## src/rtl/hazard_pkg.sv

```systemverilog
`default_nettype none
// ============================================================================
// Module      : hazard_pkg
// Description : Shared types and helpers for the hazard scoreboard controller.
// Revision    : 1.0 - initial release
// ============================================================================
package hazard_pkg;

   localparam int MAX_LAT_DEF = 4;
   localparam int SAT_W       = 8;

   typedef enum logic [1:0] {
      RUN  = 2'd0,
      MISS = 2'd1,
      DROP = 2'd2
   } fetch_st_t;

   // Countdown step that sticks at zero; callers narrow the result to their width.
   function automatic logic [SAT_W-1:0] sat_dec(input logic [SAT_W-1:0] cnt);
      return (cnt == '0) ? cnt : cnt - SAT_W'(1);
   endfunction

endpackage
`default_nettype wire

```

## src/rtl/hazard_scoreboard.sv

```systemverilog
`default_nettype none
// ============================================================================
// Module      : hazard_scoreboard
// Description : Per-register latency countdowns and the ID read-after-write check.
// Revision    : 1.0 - initial release
// ============================================================================
module hazard_scoreboard
   import hazard_pkg::*;
#(
   parameter int AW  = 5,
   parameter int LW  = 3,
   parameter int NRA = 2
)(
   input  logic              clk,
   input  logic              rstn,
   input  logic              i_issue,
   input  logic              i_hold,
   input  logic [AW-1:0]     i_wa,
   input  logic [LW-1:0]     i_lat,
   input  logic [NRA-1:0]    i_re,
   input  logic [NRA*AW-1:0] i_ra,
   output logic              o_raw
);

   localparam int NREG = 2**AW;

   logic [NREG-1:0] w_busy;

   // x0 is hardwired, so it can never be a hazard source.
   assign w_busy[0] = 1'b0;

   for (genvar r = 1; r < NREG; r++) begin : g_cnt
      logic [LW-1:0] r_cnt;
      logic [LW-1:0] w_dec;

      assign w_dec = LW'(sat_dec(SAT_W'(r_cnt)));

      always_ff @(posedge clk) begin
         if (!rstn) begin
            r_cnt <= '0;
         end else if (i_issue && (i_wa == AW'(r))) begin
            // Keep the longer of the new producer and any older one still in flight.
            r_cnt <= (i_lat > w_dec) ? i_lat : w_dec;
         end else if (!i_hold) begin
            r_cnt <= w_dec;
         end
      end

      assign w_busy[r] = |r_cnt;
   end

   always_comb begin
      o_raw = 1'b0;
      for (int k = 0; k < NRA; k++) begin
         o_raw = o_raw | (i_re[k] & w_busy[i_ra[k*AW +: AW]]);
      end
   end

endmodule
`default_nettype wire

```

## src/rtl/hazard_sb.sv

```systemverilog
`default_nettype none
// ============================================================================
// Module      : hazard_sb
// Description : Front-end hazard controller: scoreboard interlock, redirect
//               flush, D-miss freeze and stale I-refill discard.
// Revision    : 1.0 - initial release
// ============================================================================
module hazard_sb
   import hazard_pkg::*;
#(
   parameter int NRA     = 2,
   parameter int AW      = 5,
   parameter int MAX_LAT = MAX_LAT_DEF,
   parameter int LW      = $clog2(MAX_LAT + 1)
)(
   input  logic              clk,
   input  logic              rstn,
   input  logic              id_valid,
   input  logic              id_we,
   input  logic [AW-1:0]     id_wa,
   input  logic [LW-1:0]     id_lat,
   input  logic [NRA-1:0]    id_re,
   input  logic [NRA*AW-1:0] id_ra,
   input  logic              npc_sel_ex,
   input  logic              inst_sram_miss,
   input  logic              data_sram_miss,
   output logic              stall_pc,
   output logic              stall_if1_if2,
   output logic              stall_if_id,
   output logic              flush_if1_if2,
   output logic              flush_if_id,
   output logic              flush_id_ex,
   output logic              stall_all,
   output logic              inst_sram_rstn,
   output logic              drop_refill
);

   fetch_st_t r_state;
   fetch_st_t w_state_nxt;
   logic      w_raw;
   logic      w_issue;
   logic      w_redir;

   assign w_issue = id_valid & id_we & (id_wa != '0) & ~stall_if_id & ~flush_id_ex & ~stall_all;

   hazard_scoreboard #(
      .AW  (AW),
      .LW  (LW),
      .NRA (NRA)
   ) u_scoreboard (
      .clk     (clk),
      .rstn    (rstn),
      .i_issue (w_issue),
      .i_hold  (stall_all),
      .i_wa    (id_wa),
      .i_lat   (id_lat),
      .i_re    (id_re),
      .i_ra    (id_ra),
      .o_raw   (w_raw)
   );

   // A redirect only takes effect when nothing of higher priority masks it.
   assign w_redir = npc_sel_ex & ~data_sram_miss & ~w_raw;

   always_ff @(posedge clk) begin
      if (!rstn) begin
         r_state <= RUN;
      end else begin
         r_state <= w_state_nxt;
      end
   end

   always_comb begin
      w_state_nxt = r_state;
      if (!data_sram_miss) begin
         case (r_state)
            RUN:     if (inst_sram_miss && !w_redir) w_state_nxt = MISS;
            MISS:    if (w_redir)                    w_state_nxt = DROP;
                     else if (!inst_sram_miss)       w_state_nxt = RUN;
            DROP:    if (!w_redir && !inst_sram_miss) w_state_nxt = RUN;
            default: w_state_nxt = RUN;
         endcase
      end
   end

   always_comb begin
      stall_pc       = 1'b0;
      stall_if1_if2  = 1'b0;
      stall_if_id    = 1'b0;
      flush_if1_if2  = 1'b0;
      flush_if_id    = 1'b0;
      flush_id_ex    = 1'b0;
      stall_all      = 1'b0;
      inst_sram_rstn = 1'b1;
      drop_refill    = 1'b0;
      if (rstn) begin
         drop_refill = (r_state == DROP);
         if (data_sram_miss) begin
            stall_all = 1'b1;
         end else if (w_raw) begin
            stall_pc      = 1'b1;
            stall_if1_if2 = 1'b1;
            stall_if_id   = 1'b1;
            flush_id_ex   = 1'b1;
         end else if (npc_sel_ex) begin
            flush_if1_if2  = 1'b1;
            flush_if_id    = 1'b1;
            flush_id_ex    = 1'b1;
            inst_sram_rstn = 1'b0;
         end else if (r_state == DROP) begin
            stall_pc      = 1'b1;
            flush_if1_if2 = 1'b1;
            flush_if_id   = 1'b1;
         end else if (inst_sram_miss) begin
            stall_pc      = 1'b1;
            stall_if1_if2 = 1'b1;
            flush_if_id   = 1'b1;
         end
      end
   end

endmodule
`default_nettype wire

```

## config.mk

```make
export PLATFORM = sky130hd
export DESIGN_NAME = hazard_sb
export DESIGN_NICKNAME = d
export VERILOG_FILES = /design/src/rtl/hazard_pkg.sv /design/src/rtl/hazard_scoreboard.sv /design/src/rtl/hazard_sb.sv
export SDC_FILE = /design/constraint.sdc
export NUM_CORES = 1
export LEC_CHECK = 0
export ABC_CLOCK_PERIOD_IN_PS = 5100
export BUFFER_PORTS_ARGS = -buffer_cell sky130_fd_sc_hd__buf_2
export CAP_MARGIN = 30
export CORE_MARGIN = 5
export CORE_UTILIZATION = 45
export CTS_BUF_LIST = sky130_fd_sc_hd__clkbuf_4 sky130_fd_sc_hd__clkbuf_8
export DETAILED_ROUTE_END_ITERATION = 10
export GPL_ROUTABILITY_DRIVEN = 0
export PLACE_DENSITY = 0.68
export SLEW_MARGIN = 20
export SYNTH_ARGS = -nofsm -noshare
export SYNTH_HDL_FRONTEND = slang
export SYNTH_SLANG_ARGS = --single-unit
```

## constraint.sdc

```tcl
create_clock -name clk -period 5.1 [get_ports clk]
set_clock_uncertainty 0.15 [all_clocks]
set_input_delay 0.255 -clock clk [delete_from_list [all_inputs] [get_ports clk]]
set_output_delay 0.255 -clock clk [all_outputs]
set_load 0.01 [all_outputs]
```

Yosys cells after proc, flatten, opt, wreduce, memory -nomap -nowiden:

Index checks and enable logic that the tools add are counted.

* register bits after elaboration: 95
* bits in latches: 0
* memory bits (writable): 0
* memory bits (read-only): 0
* bits of input ports: 27
* output and inout port bits: 9
* word-level logic and storage cells: 445
* memories: 0

* $add $sub $neg: 31
* $mul: 0
* div/mod/pow operators: 0
* magnitude comparators: 33
* equality and inequality tests: 67
* shift operators: 0
* multiplexer cells: 167
* bitwise gates (word level): 15
* reductions and logical operators: 100

Operators by type and width (number)
* 2-to-1 mux 3 bit: 124
* greater-than comparator 3 bit: 31
* zero test 3 bit: 31
* OR reduction 3 bit: 31
* subtractor 3 x 1 -> 3 bit, second input constant: 31
* == test 5 bit, second input constant: 16
* inequality test 2 x 1 -> 1 bit, second input constant: 31
* == test 5 x 4 -> 1 bit, second input constant: 8
* 2-to-1 mux 1 bit: 36
* logical AND 1 bit: 33
* == test 5 x 3 -> 1 bit, second input constant: 4
* less-than comparator 5 x 6 -> 1 bit, second input constant: 2
* binary-select mux 1 bit (select 5 bit): 2
* == test 5 x 2 -> 1 bit, second input constant: 2
* bitwise AND 1 bit: 9
* 2-to-1 mux 2 bit: 4
* case mux 2 bit (3 select lines): 1
* == test 5 x 1 -> 1 bit, second input constant: 1
* NOT 1 bit: 5
* nonzero test 5 bit: 1
* inequality test 2 bit, second input constant: 2
* AND reduction 4 bit: 1
* inequality test 3 bit, second input constant: 1
* == test 2 x 1 -> 1 bit, second input constant: 1
* 4 further kinds: 5

Depth between registers and ports, before layout:

* word-level depth: 14
* gate-level depth with buffers: 14
* depth with buffers taken out: 14

Cells and area by module:

A second synthesis with hierarchy kept.

* cell total of the unflattened synthesis: 1212
* area total of the unflattened synthesis: 10368.7 um2

By module, submodules not included
* hazard_scoreboard: instances 1, cells an instance 1178, area an instance 10143.5 um2
* hazard_sb: instances 1, cells an instance 34, area an instance 225.2 um2

Least setup slack after synthesis:

No wires, ideal clock.

* kind: register to register
* from: reg u_scoreboard.g_cnt[6].r_cnt[0]
* to: reg u_scoreboard.g_cnt[4].r_cnt[2]
* arrival time: 2.667 ns
* data required time: 4.833 ns
* path slack: 2.166 ns
* stages on the path, launching flop included: 14
* cells stage by stage: dfxtp_1 -> inv_1 -> ha_1 -> nor2b_1 -> mux4_2 -> a221oi_2 -> o21ai_1 -> and4_1 -> buf_6 -> buf_6 -> buf_12 -> a31oi_1 -> o22ai_1 -> o2bb2ai_1

* longest elaborated chain between the ends: 14
* elaborated cells on any way between the ends: 22

Ends and longest elaborated chain
* start: declaration: RTL line hazard_scoreboard.sv:33 `logic [LW-1:0] r_cnt;`
* start signal: assignment: RTL line hazard_scoreboard.sv:43 `r_cnt <= (i_lat > w_dec) ? i_lat : w_dec;`
* start signal: assignment: RTL line hazard_scoreboard.sv:45 `r_cnt <= w_dec;`
* OR reduction 3 bit *: RTL line hazard_scoreboard.sv:49 `assign w_busy[r] = |r_cnt;`
* binary-select mux 1 bit (select 5 bit): RTL line hazard_scoreboard.sv:55 `o_raw = o_raw | (i_re[k] & w_busy[i_ra[k*AW +: AW]]);`
* 2-to-1 mux 1 bit (implied by the code): RTL line hazard_scoreboard.sv:55
* bitwise AND 1 bit: RTL line hazard_scoreboard.sv:55
* OR 1 bit *: RTL line hazard_scoreboard.sv:55
* 2-to-1 mux 1 bit: RTL line hazard_sb.sv:100 `end else if (w_raw) begin`
* 2-to-1 mux 1 bit: RTL line hazard_sb.sv:98 `if (data_sram_miss) begin`
* 2-to-1 mux 1 bit: RTL line hazard_sb.sv:96 `if (rstn) begin`
* NOT 1 bit: RTL line hazard_sb.sv:44 `assign w_issue = id_valid & id_we & (id_wa != '0) & ~stall_if_id & ~flush_id_ex & ~stall_all;`
* bitwise AND 1 bit: RTL line hazard_sb.sv:44
* bitwise AND 1 bit * (2 in a row): RTL line hazard_sb.sv:44
* logical AND 1 bit *: RTL line hazard_scoreboard.sv:41 `end else if (i_issue && (i_wa == AW'(r))) begin`
* inequality test 2 x 1 -> 1 bit (no source line) or 2-to-1 mux 3 bit (tied branches)
* end signal: assignment: RTL line hazard_scoreboard.sv:43
* end signal: assignment: RTL line hazard_scoreboard.sv:45
* end: declaration: RTL line hazard_scoreboard.sv:33

Every way passes the cells marked *; elsewhere a longest branch is shown, timed or not. The select of a mux whose other input is x is not followed.
A chain may end at the register's enable or synchronous reset.

Final worst setup path:

* from: reg u_scoreboard.g_cnt[18].r_cnt[0]
* to: reg u_scoreboard.g_cnt[28].r_cnt[0]

* longest elaborated chain between the ends: 14
* elaborated cells on any way between the ends: 22

Ends and longest elaborated chain (RTL line)
* start: declaration: hazard_scoreboard.sv:33
* start signal: assignment: hazard_scoreboard.sv:43
* start signal: assignment: hazard_scoreboard.sv:45
* OR reduction 3 bit *: hazard_scoreboard.sv:49
* binary-select mux 1 bit (select 5 bit): hazard_scoreboard.sv:55
* 2-to-1 mux 1 bit (implied by the code): hazard_scoreboard.sv:55
* bitwise AND 1 bit: hazard_scoreboard.sv:55
* OR 1 bit *: hazard_scoreboard.sv:55
* 2-to-1 mux 1 bit: hazard_sb.sv:100
* 2-to-1 mux 1 bit: hazard_sb.sv:98
* 2-to-1 mux 1 bit: hazard_sb.sv:96
* NOT 1 bit: hazard_sb.sv:44
* bitwise AND 1 bit: hazard_sb.sv:44
* bitwise AND 1 bit * (2 in a row): hazard_sb.sv:44
* logical AND 1 bit *: hazard_scoreboard.sv:41
* inequality test 2 x 1 -> 1 bit (no source line) or 2-to-1 mux 3 bit (tied branches)
* end signal: assignment: hazard_scoreboard.sv:43
* end signal: assignment: hazard_scoreboard.sv:45
* end: declaration: hazard_scoreboard.sv:33

Marks and branches as above.

==> out/metrics.yaml <==
areaGrowthSynthToFinish_pct: 5.642
wl_met1_mm: 14.54
ys_seq_area_share_pct: 17.32
antenna_found_initial: 0
cpPeakStageDelay_ps: 880
hp-class: "input pin to flip-flop"
clock_sink_count: 95
htree_levels: 3
fmax_mhz: 253.5
mostFrequentLayoutCells: "155 x ha_1, 134 x nand2_1, 126 x inv_1"
clock_tree.root_cell: "clkbuf_8"
placed_cells: 1784
ys.flop_type: "dfxtp_1"
critPathMaxFanout: 32
cp.depth: 10
power.density_nw_per_um2: 410.4
critical_path.endpoint_type: "flip-flop"
synthesis.area_um2: 10980
grt_max_degree: 81
worstRegToRegCells: 10
final.fill_count: 2400
num_rows: 57
synth_warnings: 0
overflow: 0
p_leak_nw: 4.561
drtIter0Drc: 1199
synth.net_count: 1658
status: "completed"
cp.required_ps: 5270
netlist_instances: 1476
synth_top_area_share_pct: 17.67
dieArea_um2: 27620
ys_ff_latch: 95
drcViolationCount: 0
vias: 11050
top_layer: "met4"
dpl.hpwl_mm: 23.31
die_x_um: 166.2
clk_pin_slew_worst_paths_ps: 100
critical_path_buf_inv_count: 1
arrival_ps: 4120
synthArstFlopShare_pct: 0
final_cells: 1799
start_util_pct: 45.41
grt_usage_pct: 23.63
slowest_stage: "and4_2"
cp_cell_sequence: "inv_1, ha_1, nor2b_1, a221oi_1, a22o_1, o211ai_1, and4_2, a21oi_4, or4_1, a31oi_1"
rsz0062_at_grt: "false"
critPathKind: "flip-flop to flip-flop"
drive_gt1_share_pct: 7.661
setup-tns-final_ps: 0
synth.distinct_cells: 73
placement.io_buffers: 35
io_pins: 36
grt_pass1_wl_mm: 53.82
setup_viol: 0
cts_buffers: 9
routed_wl_mm: 33.80
final_hold_viol_count: 0
postCtsSetupBuffers: 0
hold_depth: 3
tritoncts: "yes"
die_y_um: 166.2
period_needed_ps: 3945
start_kind: "flip-flop"
layout_commonest_cell: "ha_1"
total_power_mw: 4.760
fp.coreArea_um2: 24180
synth_edf_count: 0
wl_per_cell_um: 18.79
max_slew_margin_pct: 32.51
fin_util_pct: 47.97
via_per_inst: 6.142
clk_latency_ps: 400
worst_slew_pin_slew_ps: 1012
layout.nets: 1653
drt_first_pass_iters: 5
cap_viol_max_count: 0
wl_met3_mm: 2.679
grt_pass1_vias: 10168
period_share_pct: 77.36
antenna_left: 0
ctsHoldBuffers: 0
synth.area.top_cells: "ha_1 18%, dfxtp_1 17%, nand2_1 4.6%, inv_1 4.3%, a21oi_1 4.1%"
yosys.area.top_type: "ha_1"
cts_resized: 0
synth_area_per_cell_um2: 7.438
wl_met2_mm: 15.27
vdd_drop_max_mv: 0.1840
finalMaxSlewViolations: 0
crit_family: "simple AND/OR/NAND/NOR gates"
n_antenna_cell: 0
cts_buffer_depth: 2
-- layer usage --
metal / GRT usage (%) / vias to the layer above
li1: - / 5378
met1: 31.43 / 5143
met2: 38.74 / 444
met3: 3.356 / 85
met4: 9.326 / 0
met5: 0 / -
-- state kept, by name, summed over array words and instances (netlist names) --
name	cells
u_scoreboard.g_cnt.r_cnt	93
r_state	2
-- worst min-delay path, cell delays in order --
cell	delay, ps
buf_2	120
o21ai_0	90
a31oi_1	110
-- path summary, 6_finish.rpt --
| kind | to | slack [ps] | startpoint |
|---|---|---|---|
| hold reg to reg | u_scoreboard.g_cnt[19].r_cnt[0] | 350 | u_scoreboard.g_cnt[19].r_cnt[0] |
| setup reg to reg | u_scoreboard.g_cnt[28].r_cnt[0] | 1150 | u_scoreboard.g_cnt[18].r_cnt[0] |
| setup / recovery | u_scoreboard.g_cnt[28].r_cnt[0] | 1150 | u_scoreboard.g_cnt[18].r_cnt[0] |
| hold / removal | r_state[1] | 70 | inst_sram_miss |
-- layout make-up --
| cell class | count | area [um^2] | area share [%] |
|---|---|---|---|
| clock inverters | 4 | 70.07 | 0.6042 |
| repair buffers | 52 | 307.8 | 2.654 |
| inverters | 128 | 480.5 | 4.143 |
| clock buffers | 11 | 145.1 | 1.251 |
| multi-input cells | 1185 | 8287 | 71.45 |
| well taps | 324 | 405.4 | 3.496 |
| flip-flops and latches | 95 | 1902 | 16.40 |
-- per-stage QoR --
| step | worst slack [ps] | instance area [um^2] | hold slack (ps) |
|---|---|---|---|
| 2_1_floorplan | 2166 | 10980 | 310.2 |
| 3_3_place_gp | 1328 | 11380 | 328.4 |
| 3_5_place_dp | 1284 | 11380 | 335.5 |
| 4_1_cts | 1245 | 11600 | 43.76 |
| 5_1_grt | 1006 | 11600 | 73.71 |
| 6_report | 1155 | 11600 | 67.49 |
-- cell families (layout without fill, tap and decap cells) --
family | count (synthesis) | count (layout) | synth area share (%)
AND/OR/NAND/NOR | 553 | 553 | 25.55
AO/OA/AOI/OAI | 414 | 414 | 26.24
buffers and inverters | 196 | 195 | 7.226
adder cells (fa/ha/maj) | 155 | 155 | 17.67
flip-flops | 95 | 95 | 17.32
multiplexers | 32 | 32 | 3.522
XOR/XNOR | 31 | 31 | 2.473
-- synthesized netlist by cell type (5+ instances only) --
| cell | instances |
|---|---|
| ha_1 | 155 |
| nand2_1 | 134 |
| inv_1 | 127 |
| dfxtp_1 | 95 |
| a21oi_1 | 91 |
| nor2_1 | 88 |
| o21ai_0 | 80 |
| nand3_1 | 76 |
| nor3_1 | 60 |
| clkbuf_1 | 49 |
| nor2b_1 | 42 |
| o211ai_1 | 40 |
| nand2b_1 | 39 |
| a21o_1 | 38 |
| xnor2_1 | 31 |
| a311oi_1 | 28 |
| o2bb2ai_1 | 19 |
| or3_1 | 18 |
| and2_1 | 17 |
| nor4_1 | 16 |
| a211oi_1 | 15 |
| mux2i_1 | 15 |
| a31oi_1 | 14 |
| nand4_1 | 14 |
| mux2_2 | 13 |
| o22ai_1 | 12 |
| buf_2 | 11 |
| a32oi_1 | 10 |
| and3_1 | 10 |
| nand3b_1 | 10 |
| o21a_1 | 8 |
| nor3b_1 | 6 |
| o21ai_1 | 6 |
| or2_2 | 6 |
| a32o_1 | 5 |
| o32a_1 | 5 |
-- where the power goes --
| part | internal, mW | switching, mW | total, mW |
|---|---|---|---|
| Clock | 0.292 | 0.311 | 0.604 |
| Sequential | 0.918 | 0.148 | 1.07 |
| Combinational | 1.33 | 1.76 | 3.09 |
| Total | 2.54 | 2.22 | 4.76 |
Note: power is estimated with default switching activity, not from simulation.
